`src/rtl/can_rx_destuff.sv`:
```
// CAN receive destuffer: bus integration, SOF detection, stuff-bit removal and running CRC-15.
// Optional CAN_RX_HARD_SYNC_EN adds a combinational hard_sync strobe on the SOF edge.
module can_rx_destuff #(
  parameter int unsigned IDLE_BITS = 11,
  parameter int unsigned STUFF_LEN = 5
) (
  input  logic        clk,
  input  logic        reset,
  input  logic        sample_en,
  input  logic        rx_bit,
  input  logic        stuff_en,
  input  logic        frame_end,
  output logic        bit_out,
  output logic        bit_valid,
  output logic        sof,
  output logic        stuff_err,
  output logic        bus_idle,
  output logic [14:0] crc_reg,
`ifdef CAN_RX_HARD_SYNC_EN
  output logic        hard_sync,
`endif
  output logic        crc_zero
);

  localparam int unsigned IDLE_W = 4;
  localparam int unsigned RUN_W  = 3;
  localparam int unsigned CRC_W  = 15;

  localparam logic [1:0] ST_INTEGRATE = 2'd0;
  localparam logic [1:0] ST_IDLE      = 2'd1;
  localparam logic [1:0] ST_FRAME     = 2'd2;

  localparam logic [CRC_W-1:0]  CRC_POLY = 15'h4599;
  localparam logic [IDLE_W-1:0] IDLE_MAX = IDLE_W'(IDLE_BITS);
  localparam logic [RUN_W-1:0]  RUN_MAX  = RUN_W'(STUFF_LEN);

  logic [1:0]        state_q, state_d;
  logic [IDLE_W-1:0] idle_cnt_q, idle_cnt_d, idle_inc;
  logic [RUN_W-1:0]  run_cnt_q, run_cnt_d;
  logic              last_bit_q, last_bit_d;
  logic [CRC_W-1:0]  crc_q, crc_d;
  logic              bit_out_q, bit_out_d;
  logic              bit_valid_q, bit_valid_d;
  logic              sof_q, sof_d;
  logic              stuff_err_q, stuff_err_d;
  logic              bus_idle_q;
  logic              crc_zero_q;

  // One serial CRC-15 step, MSB-first.
  function automatic logic [CRC_W-1:0] crc_shift(input logic [CRC_W-1:0] c, input logic b);
    logic nxt;
    nxt       = b ^ c[CRC_W-1];
    crc_shift = {c[CRC_W-2:0], 1'b0} ^ (nxt ? CRC_POLY : '0);
  endfunction

  assign idle_inc = (idle_cnt_q >= IDLE_MAX) ? IDLE_MAX : idle_cnt_q + IDLE_W'(1);

  // Next-state and output decode; frame_end pre-empts a coincident sample.
  always_comb begin
    state_d     = state_q;
    idle_cnt_d  = idle_cnt_q;
    run_cnt_d   = run_cnt_q;
    last_bit_d  = last_bit_q;
    crc_d       = crc_q;
    bit_out_d   = bit_out_q;
    bit_valid_d = 1'b0;
    sof_d       = 1'b0;
    stuff_err_d = 1'b0;

    if (state_q == ST_FRAME && frame_end) begin
      state_d    = ST_INTEGRATE;
      idle_cnt_d = '0;
    end else if (sample_en) begin
      case (state_q)
        ST_INTEGRATE: begin
          if (rx_bit) begin
            idle_cnt_d = idle_inc;
            if (idle_inc == IDLE_MAX) state_d = ST_IDLE;
          end else begin
            idle_cnt_d = '0;
          end
        end
        ST_IDLE: begin
          if (!rx_bit) begin
            state_d     = ST_FRAME;
            bit_valid_d = 1'b1;
            sof_d       = 1'b1;
            bit_out_d   = 1'b0;
            run_cnt_d   = RUN_W'(1);
            last_bit_d  = 1'b0;
            crc_d       = crc_shift('0, 1'b0);
          end
        end
        ST_FRAME: begin
          if (stuff_en) begin
            if (run_cnt_q == RUN_MAX) begin
              if (rx_bit != last_bit_q) begin
                run_cnt_d  = RUN_W'(1);
                last_bit_d = rx_bit;
              end else begin
                stuff_err_d = 1'b1;
                state_d     = ST_INTEGRATE;
                idle_cnt_d  = '0;
              end
            end else begin
              bit_valid_d = 1'b1;
              bit_out_d   = rx_bit;
              crc_d       = crc_shift(crc_q, rx_bit);
              run_cnt_d   = (rx_bit == last_bit_q) ? run_cnt_q + RUN_W'(1) : RUN_W'(1);
              last_bit_d  = rx_bit;
            end
          end else begin
            bit_valid_d = 1'b1;
            bit_out_d   = rx_bit;
            run_cnt_d   = RUN_W'(1);
            last_bit_d  = rx_bit;
          end
        end
        default: begin
          state_d    = ST_INTEGRATE;
          idle_cnt_d = '0;
        end
      endcase
    end
  end

  always_ff @(posedge clk or posedge reset) begin
    if (reset) begin
      state_q     <= ST_INTEGRATE;
      idle_cnt_q  <= '0;
      run_cnt_q   <= '0;
      last_bit_q  <= 1'b1;
      crc_q       <= '0;
      bit_out_q   <= 1'b1;
      bit_valid_q <= 1'b0;
      sof_q       <= 1'b0;
      stuff_err_q <= 1'b0;
      bus_idle_q  <= 1'b0;
      crc_zero_q  <= 1'b1;
    end else begin
      state_q     <= state_d;
      idle_cnt_q  <= idle_cnt_d;
      run_cnt_q   <= run_cnt_d;
      last_bit_q  <= last_bit_d;
      crc_q       <= crc_d;
      bit_out_q   <= bit_out_d;
      bit_valid_q <= bit_valid_d;
      sof_q       <= sof_d;
      stuff_err_q <= stuff_err_d;
      bus_idle_q  <= (state_d == ST_IDLE);
      crc_zero_q  <= (crc_d == '0);
    end
  end

  assign bit_out   = bit_out_q;
  assign bit_valid = bit_valid_q;
  assign sof       = sof_q;
  assign stuff_err = stuff_err_q;
  assign bus_idle  = bus_idle_q;
  assign crc_reg   = crc_q;
  assign crc_zero  = crc_zero_q;

`ifdef CAN_RX_HARD_SYNC_EN
  // Falling edge of the raw bus level while idle restarts the bit timer.
  logic rx_prev_q;

  always_ff @(posedge clk or posedge reset) begin
    if (reset) rx_prev_q <= 1'b1;
    else       rx_prev_q <= rx_bit;
  end

  assign hard_sync = (state_q == ST_IDLE) && rx_prev_q && !rx_bit;
`endif

endmodule

```
`config.mk`:
```
export PLATFORM = sky130hd
export DESIGN_NAME = can_rx_destuff
export DESIGN_NICKNAME = d
export VERILOG_FILES = /design/src/rtl/can_rx_destuff.sv
export SDC_FILE = /design/constraint.sdc
export NUM_CORES = 1
export LEC_CHECK = 0
export ABC_AREA = 1
export CAP_MARGIN = 20
export CORE_MARGIN = 5
export CORE_UTILIZATION = 38
export CTS_BUF_LIST = sky130_fd_sc_hd__clkbuf_4 sky130_fd_sc_hd__clkbuf_8
export CTS_CLUSTER_DIAMETER = 80
export DETAILED_ROUTE_END_ITERATION = 10
export GPL_ROUTABILITY_DRIVEN = 0
export HOLD_SLACK_MARGIN = 0.02
export PLACE_DENSITY = 0.64
export SLEW_MARGIN = 10
export SYNTH_ARGS = -nofsm -noshare
export SYNTH_HDL_FRONTEND = slang
export SYNTH_SLANG_ARGS = --single-unit
```
`constraint.sdc`:
```
create_clock -name clk -period 2 [get_ports clk]
set_clock_uncertainty 0.15 [all_clocks]
set_input_delay 0.4 -clock clk [delete_from_list [all_inputs] [get_ports clk]]
set_output_delay 0.4 -clock clk [all_outputs]
set_load 0.05 [all_outputs]
```
==> results of run 1 <==
==> how the worst min path moves through the flow <==
stage	cells after the start	slack [ns]	endpoint
floorplan	2	0.31	last_bit_q
CTS	3	0.32	idle_cnt_q[3]
finish	3	0.31	idle_cnt_q[3]
global placement	2	0.31	last_bit_q
detailed placement	2	0.32	last_bit_q
global route	3	0.35	idle_cnt_q[3]
==> area by class of cell <==
class | instances | area [um2] | share of cell area [%]
Clock buffer | 5 | 68.8 | 2.48
Clock inverter | 3 | 15.0 | 0.542
Inverter | 44 | 168 | 6.05
Multi-Input combinational cell | 183 | 1080 | 39.1
Sequential cell | 31 | 782 | 28.2
Tap cell | 67 | 83.8 | 3.03
Timing Repair Buffer | 72 | 569 | 20.6
==> cells in the mapped netlist, drive strengths merged (2+ instances only) <==
cell and n:
nand3 20, or2 4, nand4 3, a21oi 9
nor2 22, nor3 2, dfrtp 28, o31ai 2
o21ai 10, ha 9, nand3b 3, dfstp 3
nand2 95, inv 44
==> metal layers <==
layer / up-vias / track usage [%] / share of wire [%]
met2: 36 / 26.1 / 48
met1: 885 / 21.9 / 47
li1: 969 / - / -
met3: 7 / 4.32 / 3.8
met5: - / 0 / 0
met4: 0 / 5.57 / 1.2
==> worst register-to-register path: cells and delay by family, from the launching register on <==
family | cells | cell delay, ns
AND/OR/NAND/NOR | 4 | 0.56
buffers and inverters | 5 | 0.52
flip-flops | 1 | 0.45
adder cells (fa/ha/maj) | 1 | 0.18
AO/OA/AOI/OAI | 1 | 0.05
==> where the power goes <==
part / internal, mW / switching, mW
Sequential: 0.813 / 0.188
Clock: 0.238 / 0.246
Combinational: 0.721 / 1.09
Total: 1.77 / 1.52
==> kinds of logic after synthesis <==
logic type / count (synthesis) / share of synthesized area, %
xor+xnor: 1 / 0.458
simple gates: 149 / 35.6
fa+ha+maj: 9 / 5.88
buf+inv: 46 / 9.41
compound gates: 24 / 7.97
flops: 31 / 40.7
==> what timing repair did <==
item / CTS / global route
buffers inserted: 2 / 5
endpoints found under the setup margin: 1 / 12
pin swaps: 1 / 21
gates resized for setup: 2 / 33
==> per-stage QoR <==
stage | area (um2) | utilization (%) | TNS, ns | hold WS [ns]
floorplan | 1920 | - | 0 | 0.310
global placement | 2480 | 51.6 | -2.71 | 0.313
detailed placement | 2480 | 51.6 | -2.97 | 0.318
CTS | 2590 | 53.9 | 0 | 0.317
global route | 2770 | 57.5 | -0.159 | 0.347
finish | 2770 | 57.5 | 0 | 0.309
==> metrics.log, run 1 <==
[metrics] outcome: complete, no violations
[metrics] reg2reg start: state_q[1]
[metrics] Synth warnings: 0
[metrics] remaining global-route overflow: 0
[metrics] Max Cap Viol: 0
[metrics] vias in the first global route: 1790
[metrics] final HPWL from detailed placement: 3710 um
[metrics] nature of the critical path startpoint: flop
[metrics] # IOs: 27
[metrics] critical path class: flop to flop
[metrics] clock tree from TritonCTS: built
[metrics] layout overhead on the synthesized area: 44.7%
[metrics] die outline width: 81.0 um
[metrics] Primary FF master, synth: dfrtp_1
[metrics] clock latency at the later pin of the worst-skew pair: 0.29 ns
[metrics] wire length of the first global-routing pass: about 8300 um
[metrics] number of H-tree branching levels: 2
[metrics] setup slack, reg-to-reg: 0.05 ns
[metrics] number of nets in the layout: 352
[metrics] synthesized instance count: 260
[metrics] clock buffers created by TritonCTS: 5
[metrics] DRC marker count from the first detailed-route iteration: 82
[metrics] Async S/R FF share, synth: 100%
[metrics] clock transition at the registers of the reported paths: around 0.07 ns
[metrics] total global routing track utilization: between 15 and 20%
[metrics] total wirelength of the detailed-routed design: 4970 um
[metrics] post-synthesis cell type with the largest combined area: dfrtp_1
[metrics] Critical Path Sink: crc_reg[10]
[metrics] family with the most delay on the worst path: simple AND/OR/NAND/NOR gates
[metrics] post-route DRC violation count: 0
[metrics] EDFF count, synth: 0
[metrics] Worst Path Required: 2.08 ns
[metrics] Final Total Pwr: between 3 and 4 mW
[metrics] number of diodes: 0
[metrics] Cell Count, Final, Fillers Out: 405
[metrics] Tcrit/Tclk final: around 100%
[metrics] worst path setup slack after routing: 0.0508 ns
[metrics] largest net degree at the start of global routing: 18
[metrics] initial core utilization: 39.7%
[metrics] number of detailed-routing iterations run before antenna repair: 5
[metrics] cells along the critical path: ha_4 > buf_6 > nand2_8 > nand2_8 > nor2_2 > inv_2 > nor2_2 > a21oi_4 > buf_4 > buf_4 > inv_1
[metrics] CTS Hold Bufs: 0
[metrics] worst-path maximum fanout: 5
[metrics] fin. max-slew vios: 0
[metrics] initial antenna violation count: 0
[metrics] setup slack at placement: -0.306 ns
[metrics] clock root buffer master: clkbuf_8
[metrics] highest-count cells in the layout ignoring fill and taps: 84 x nand2_1, 64 x buf_4, 30 x inv_1
[metrics] Post-Synthesis Mean Instance Area: 7.36 um2
[metrics] transition time of the tightest slew-check pin: 0.471 ns
[metrics] routed length per instance: approximately 12 um
[metrics] IR drop worst, VDD: 777 uV
[metrics] worst-case reg-to-reg path depth: 11
[metrics] leakage component of the power: 1.49 nW
[metrics] Tmin final: 1.95 ns
[metrics] Core Region: 4820 um2
[metrics] number of failing setup endpoints in the final timing report: 0
[metrics] number of clock sinks: 31
[metrics] worst path arrival time: 2.03 ns
[metrics] buffer depth of the longest clock path: 2
[metrics] y dimension of the die: between 80 and 90 um
[metrics] unrepaired setup endpoints after global routing: true
[metrics] max reg flops: 15
[metrics] most common library cell in the layout ignoring fill and taps: nand2_1
[metrics] ratio of cells with drive above 1 in the final layout: 37.3%
[metrics] Worst Hold Class: input pin to async pin
[metrics] quantity of I/O buffers inserted on ports: 26
[metrics] sequential element share of the synthesized area: 40.7%
[metrics] biggest area contributors in the synthesized netlist: dfrtp_1 37%, nand2_1 17%, inv_1 6.5%, ha_1 5.9%, nand3_1 4.7%
[metrics] number of failing hold endpoints at the final stage: 0
[metrics] number of vias per cell after detailed routing: 4.68
[metrics] cell area power density: 1190 nW/um2
[metrics] endpoint of the most critical register-to-register path: crc_reg[10]
[metrics] distinct cell type count after synthesis: 31
[metrics] Antenna Violating Nets Remaining: 0
[metrics] Crit. path cell count: 11
[metrics] area share of the leading cell type in the synthesized netlist: a little over a third
[metrics] slowest stage cell, crit path: dfrtp_2
[metrics] die outline area: approximately 6600 um2
[metrics] synthesized net count: 275
[metrics] Worst Setup SP: state_q[1]
[metrics] standard-cell row count: 25
[metrics] number of cells after detailed placement: 390
[metrics] slowest stage delay, CP: between 0.4 and 0.5 ns
[metrics] total via count after detailed routing: between 1500 and 2000
[metrics] synthesis-stage register bit count: 31
[metrics] fill cell count: ~470
[metrics] post-synthesis cell area: around 1900 um2
[metrics] combined buffer and inverter count along the critical path: 5
[metrics] endpoint class of the critical path: flop
[metrics] achievable clock frequency: 513 MHz
[metrics] max-slew headroom at the worst pin: slightly below 70%
No activity file was read; power rests on OpenSTA's default activity.
==> run 2, diff against run 1 <==
--- a/config.mk
+++ b/config.mk
@@ -7,6 +7,7 @@
 export LEC_CHECK = 0
 export ABC_AREA = 1
 export CAP_MARGIN = 20
+export CORE_ASPECT_RATIO = 0.9
 export CORE_MARGIN = 5
 export CORE_UTILIZATION = 38
 export CTS_BUF_LIST = sky130_fd_sc_hd__clkbuf_4 sky130_fd_sc_hd__clkbuf_8
==> constraint.sdc (replaced) <==
create_clock -name clk -period 2.5 [get_ports clk]
set_clock_uncertainty 0.15 [all_clocks]
set_input_delay 0.5 -clock clk [delete_from_list [all_inputs] [get_ports clk]]
set_output_delay 0.5 -clock clk [all_outputs]
set_load 0.05 [all_outputs]
==> run 2 against run 1 <==
Cell count down 11%. Register-to-register slack improved by 0.26 ns. Count of clock-buffer cells in the layout rose by 2. Non-clock buffer count shrank 42. Critical path depth shrank 10. Die area about the same. Sequential share of layout area increased by 4.8 points. First-iteration DRC count grew 32%. Sequential power decreased by 22%. Wire length fell by 15%. Core utilization is 9.0 points lower. Global-route usage shrank 2.6 points. Critical endpoint is now bit_out. Largest cell class unchanged.
==> metrics.log, run 2 (same netlist as run 1, synthesis figures left out) <==
[metrics] IR drop worst, VDD: 421 uV (-46%)
[metrics] clock buffers created by TritonCTS: 5 (unchanged)
[metrics] clock root buffer master: clkbuf_8
[metrics] DRC marker count from the first detailed-route iteration: 108 (+32%)
[metrics] critical path class: flop to output pin
[metrics] Tmin final: about 2.3 ns
[metrics] standard-cell row count: 24 (-4.0%)
[metrics] unrepaired setup endpoints after global routing: false
[metrics] Max Cap Viol: 0 (unchanged)
[metrics] CTS resizes: 0 (-2)
[metrics] initial core utilization: 39.4% (-0.39 points)
[metrics] die outline area: 6560 um2 (about the same)
[metrics] total wirelength of the detailed-routed design: 4210 um (-15%)
[metrics] buffer depth of the longest clock path: 2 (unchanged)
[metrics] cells along the critical path: clkdlybuf4s50_1
[metrics] clock tree from TritonCTS: built
[metrics] endpoint class of the critical path: output pin
[metrics] slowest stage delay, CP: 0.80 ns (+0.35 ns)
[metrics] total via count after detailed routing: 1658 (-13%)
[metrics] cell area power density: 1000 nW/um2 (-16%)
[metrics] leakage component of the power: 1.24 nW (-17%)
[metrics] highest-count cells in the layout ignoring fill and taps: 89 x nand2_1, 33 x inv_1, 28 x dfrtp_1
[metrics] number of failing hold endpoints at the final stage: 0 (unchanged)
[metrics] largest net degree at the start of global routing: 32 (+14)
[metrics] number of vias per cell after detailed routing: 4.59 (-1.9%)
[metrics] post-route DRC violation count: 0 (unchanged)
[metrics] vias in the first global route: 1649 (-7.9%)
[metrics] ratio of cells with drive above 1 in the final layout: 14.2% (-23 points)
[metrics] total global routing track utilization: 13.9% (-2.6 points)
[metrics] max reg flops: 15 (unchanged)
[metrics] remaining global-route overflow: 0 (unchanged)
[metrics] max-slew headroom at the worst pin: 66.6% (-1.9 points)
[metrics] fill cell count: 494 (+4.2%)
[metrics] slowest stage cell, crit path: clkdlybuf4s50_1
[metrics] number of H-tree branching levels: 2 (unchanged)
[metrics] initial antenna violation count: 0 (unchanged)
[metrics] die outline width: 84.8 um (+4.7%)
[metrics] most common library cell in the layout ignoring fill and taps: nand2_1
[metrics] number of detailed-routing iterations run before antenna repair: 4 (-1)
[metrics] outcome: complete, no violations
[metrics] Core Region: 4860 um2 (+0.99%)
[metrics] number of failing setup endpoints in the final timing report: 0 (unchanged)
[metrics] routed length per instance: 11.7 um (-5.0%)
[metrics] Worst Hold Class: flop to flop
[metrics] total negative slack for setup checks: 0 ns (unchanged)
[metrics] # IOs: 27 (unchanged)
[metrics] number of cells after detailed placement: 353 (-9.5%)
[metrics] y dimension of the die: 77.3 um (-4.5%)
[metrics] layout overhead on the synthesized area: 23.3%
[metrics] wire length of the first global-routing pass: 7430 um (-10%)
[metrics] quantity of I/O buffers inserted on ports: 26 (unchanged)
[metrics] final core area utilization: 48.5% (-9.0 points)
[metrics] worst-path maximum fanout: 2 (-3)
[metrics] Tcrit/Tclk final: 90.5%
[metrics] final HPWL from detailed placement: 3290 um (-11%)
[metrics] achievable clock frequency: roughly 440 MHz
[metrics] Cell Count, Final, Fillers Out: 361 (-11%)
[metrics] CTS Hold Bufs: 0 (unchanged)
[metrics] Antenna Violating Nets Remaining: 0 (unchanged)
[metrics] nature of the critical path startpoint: flop
[metrics] Worst Path Required: 1.85 ns (-0.23 ns)
[metrics] family with the most delay on the worst path: buffers and inverters
[metrics] fin. max-slew vios: 0 (unchanged)
[metrics] post-CTS setup buffer count: 0 (-2)
[metrics] combined buffer and inverter count along the critical path: 1 (-4)
[metrics] number of clock sinks: 31 (unchanged)
[metrics] Final Total Pwr: 2.36 mW (-28%)
[metrics] number of nets in the layout: 310 (-12%)
[metrics] clock latency at the later pin of the worst-skew pair: 0.28 ns (about the same)
[metrics] transition time of the tightest slew-check pin: 0.499 ns (+0.0280 ns)
[metrics] clock transition at the registers of the reported paths: 0.06 ns (about the same)
[metrics] worst slack on hold paths: 0.331 ns (+0.0215 ns)
[metrics] worst path arrival time: 1.61 ns (-0.42 ns)
[metrics] number of diodes: 0 (unchanged)
[run 2: cell types whose count changed in the layout (fill, tap and decap cells not counted), sizes merged]
cell and delta:
clkdlybuf4s50 +23, clkbuf +2, clkinv -2, dlymetal6s2s -2, buf -63
[run 2: final timing paths]
path	slack, ns	cells after the start	startpoint	to
min in group asynchronous	0.44	3	reset	idle_cnt_q[1]
setup / recovery	0.24	1	bit_out	bit_out
hold / removal	0.33	2	bit_out	bit_out
max in group asynchronous	1.43	3	reset	crc_zero
setup reg to reg	0.31	10	state_q[0]	run_cnt_q[2]
hold reg to reg	0.33	2	bit_out	bit_out
[run 2: through the flow]
stage | setup slack, ns | instance area (um2)
final | 0.237 | 2360
after CTS | 0.229 | 2360
after global routing | 0.0756 | 2360
after global placement | 0.0538 | 2270
after floorplan | 0.470 | 1910
after detailed placement | 0.0309 | 2270
[run 2: cell type report]
cell class,instances,area [um2],area share [%]
repair buffers,30,290,12.3
clock buffers,7,83.8,3.55
inverters,44,165,7.00
flip-flops and latches,31,779,33.0
multi-input cells,183,955,40.5
clock inverters,1,5.00,0.212
well taps,65,81.3,3.45
[run 2: tightest hold or removal path, delay by kind of cell, from the launching register on]
kind               cells  cell delay (ns)
DFF                    1             0.37
AOI/OAI and AO/OA      1             0.05
and+or+nand+nor        1             0.05
[run 2: per-layer routing]
metal / GRT usage [%] / up-vias / part of all wire, %
met4: 4.43 / 0 / 1.2
met3: 3.50 / 5 / 4.7
met1: 19.5 / 732 / 52
li1: - / 882 / -
met2: 21.2 / 39 / 42
met5: 0 / - / 0
[run 2: power breakdown]
| part | internal (mW) | switching (mW) | leakage [nW] | total (mW) |
|---|---|---|---|---|
| combinational | 0.398 | 0.790 | 0.775 | 1.19 |
| sequential | 0.649 | 0.135 | 0.412 | 0.784 |
| clock | 0.217 | 0.176 | 0.0491 | 0.392 |
| total | 1.26 | 1.10 | 1.24 | 2.36 |
==> run 3, diff against run 2 <==
--- a/config.mk
+++ b/config.mk
@@ -14,7 +14,7 @@
 export CTS_CLUSTER_DIAMETER = 80
 export DETAILED_ROUTE_END_ITERATION = 10
 export GPL_ROUTABILITY_DRIVEN = 0
-export HOLD_SLACK_MARGIN = 0.02
+export HOLD_SLACK_MARGIN = 0.08
 export PLACE_DENSITY = 0.64
 export SLEW_MARGIN = 10
 export SYNTH_ARGS = -nofsm -noshare
==> results of run 3 <==
Same layout as run 2: the final DEF is identical, and so are final timing and power.
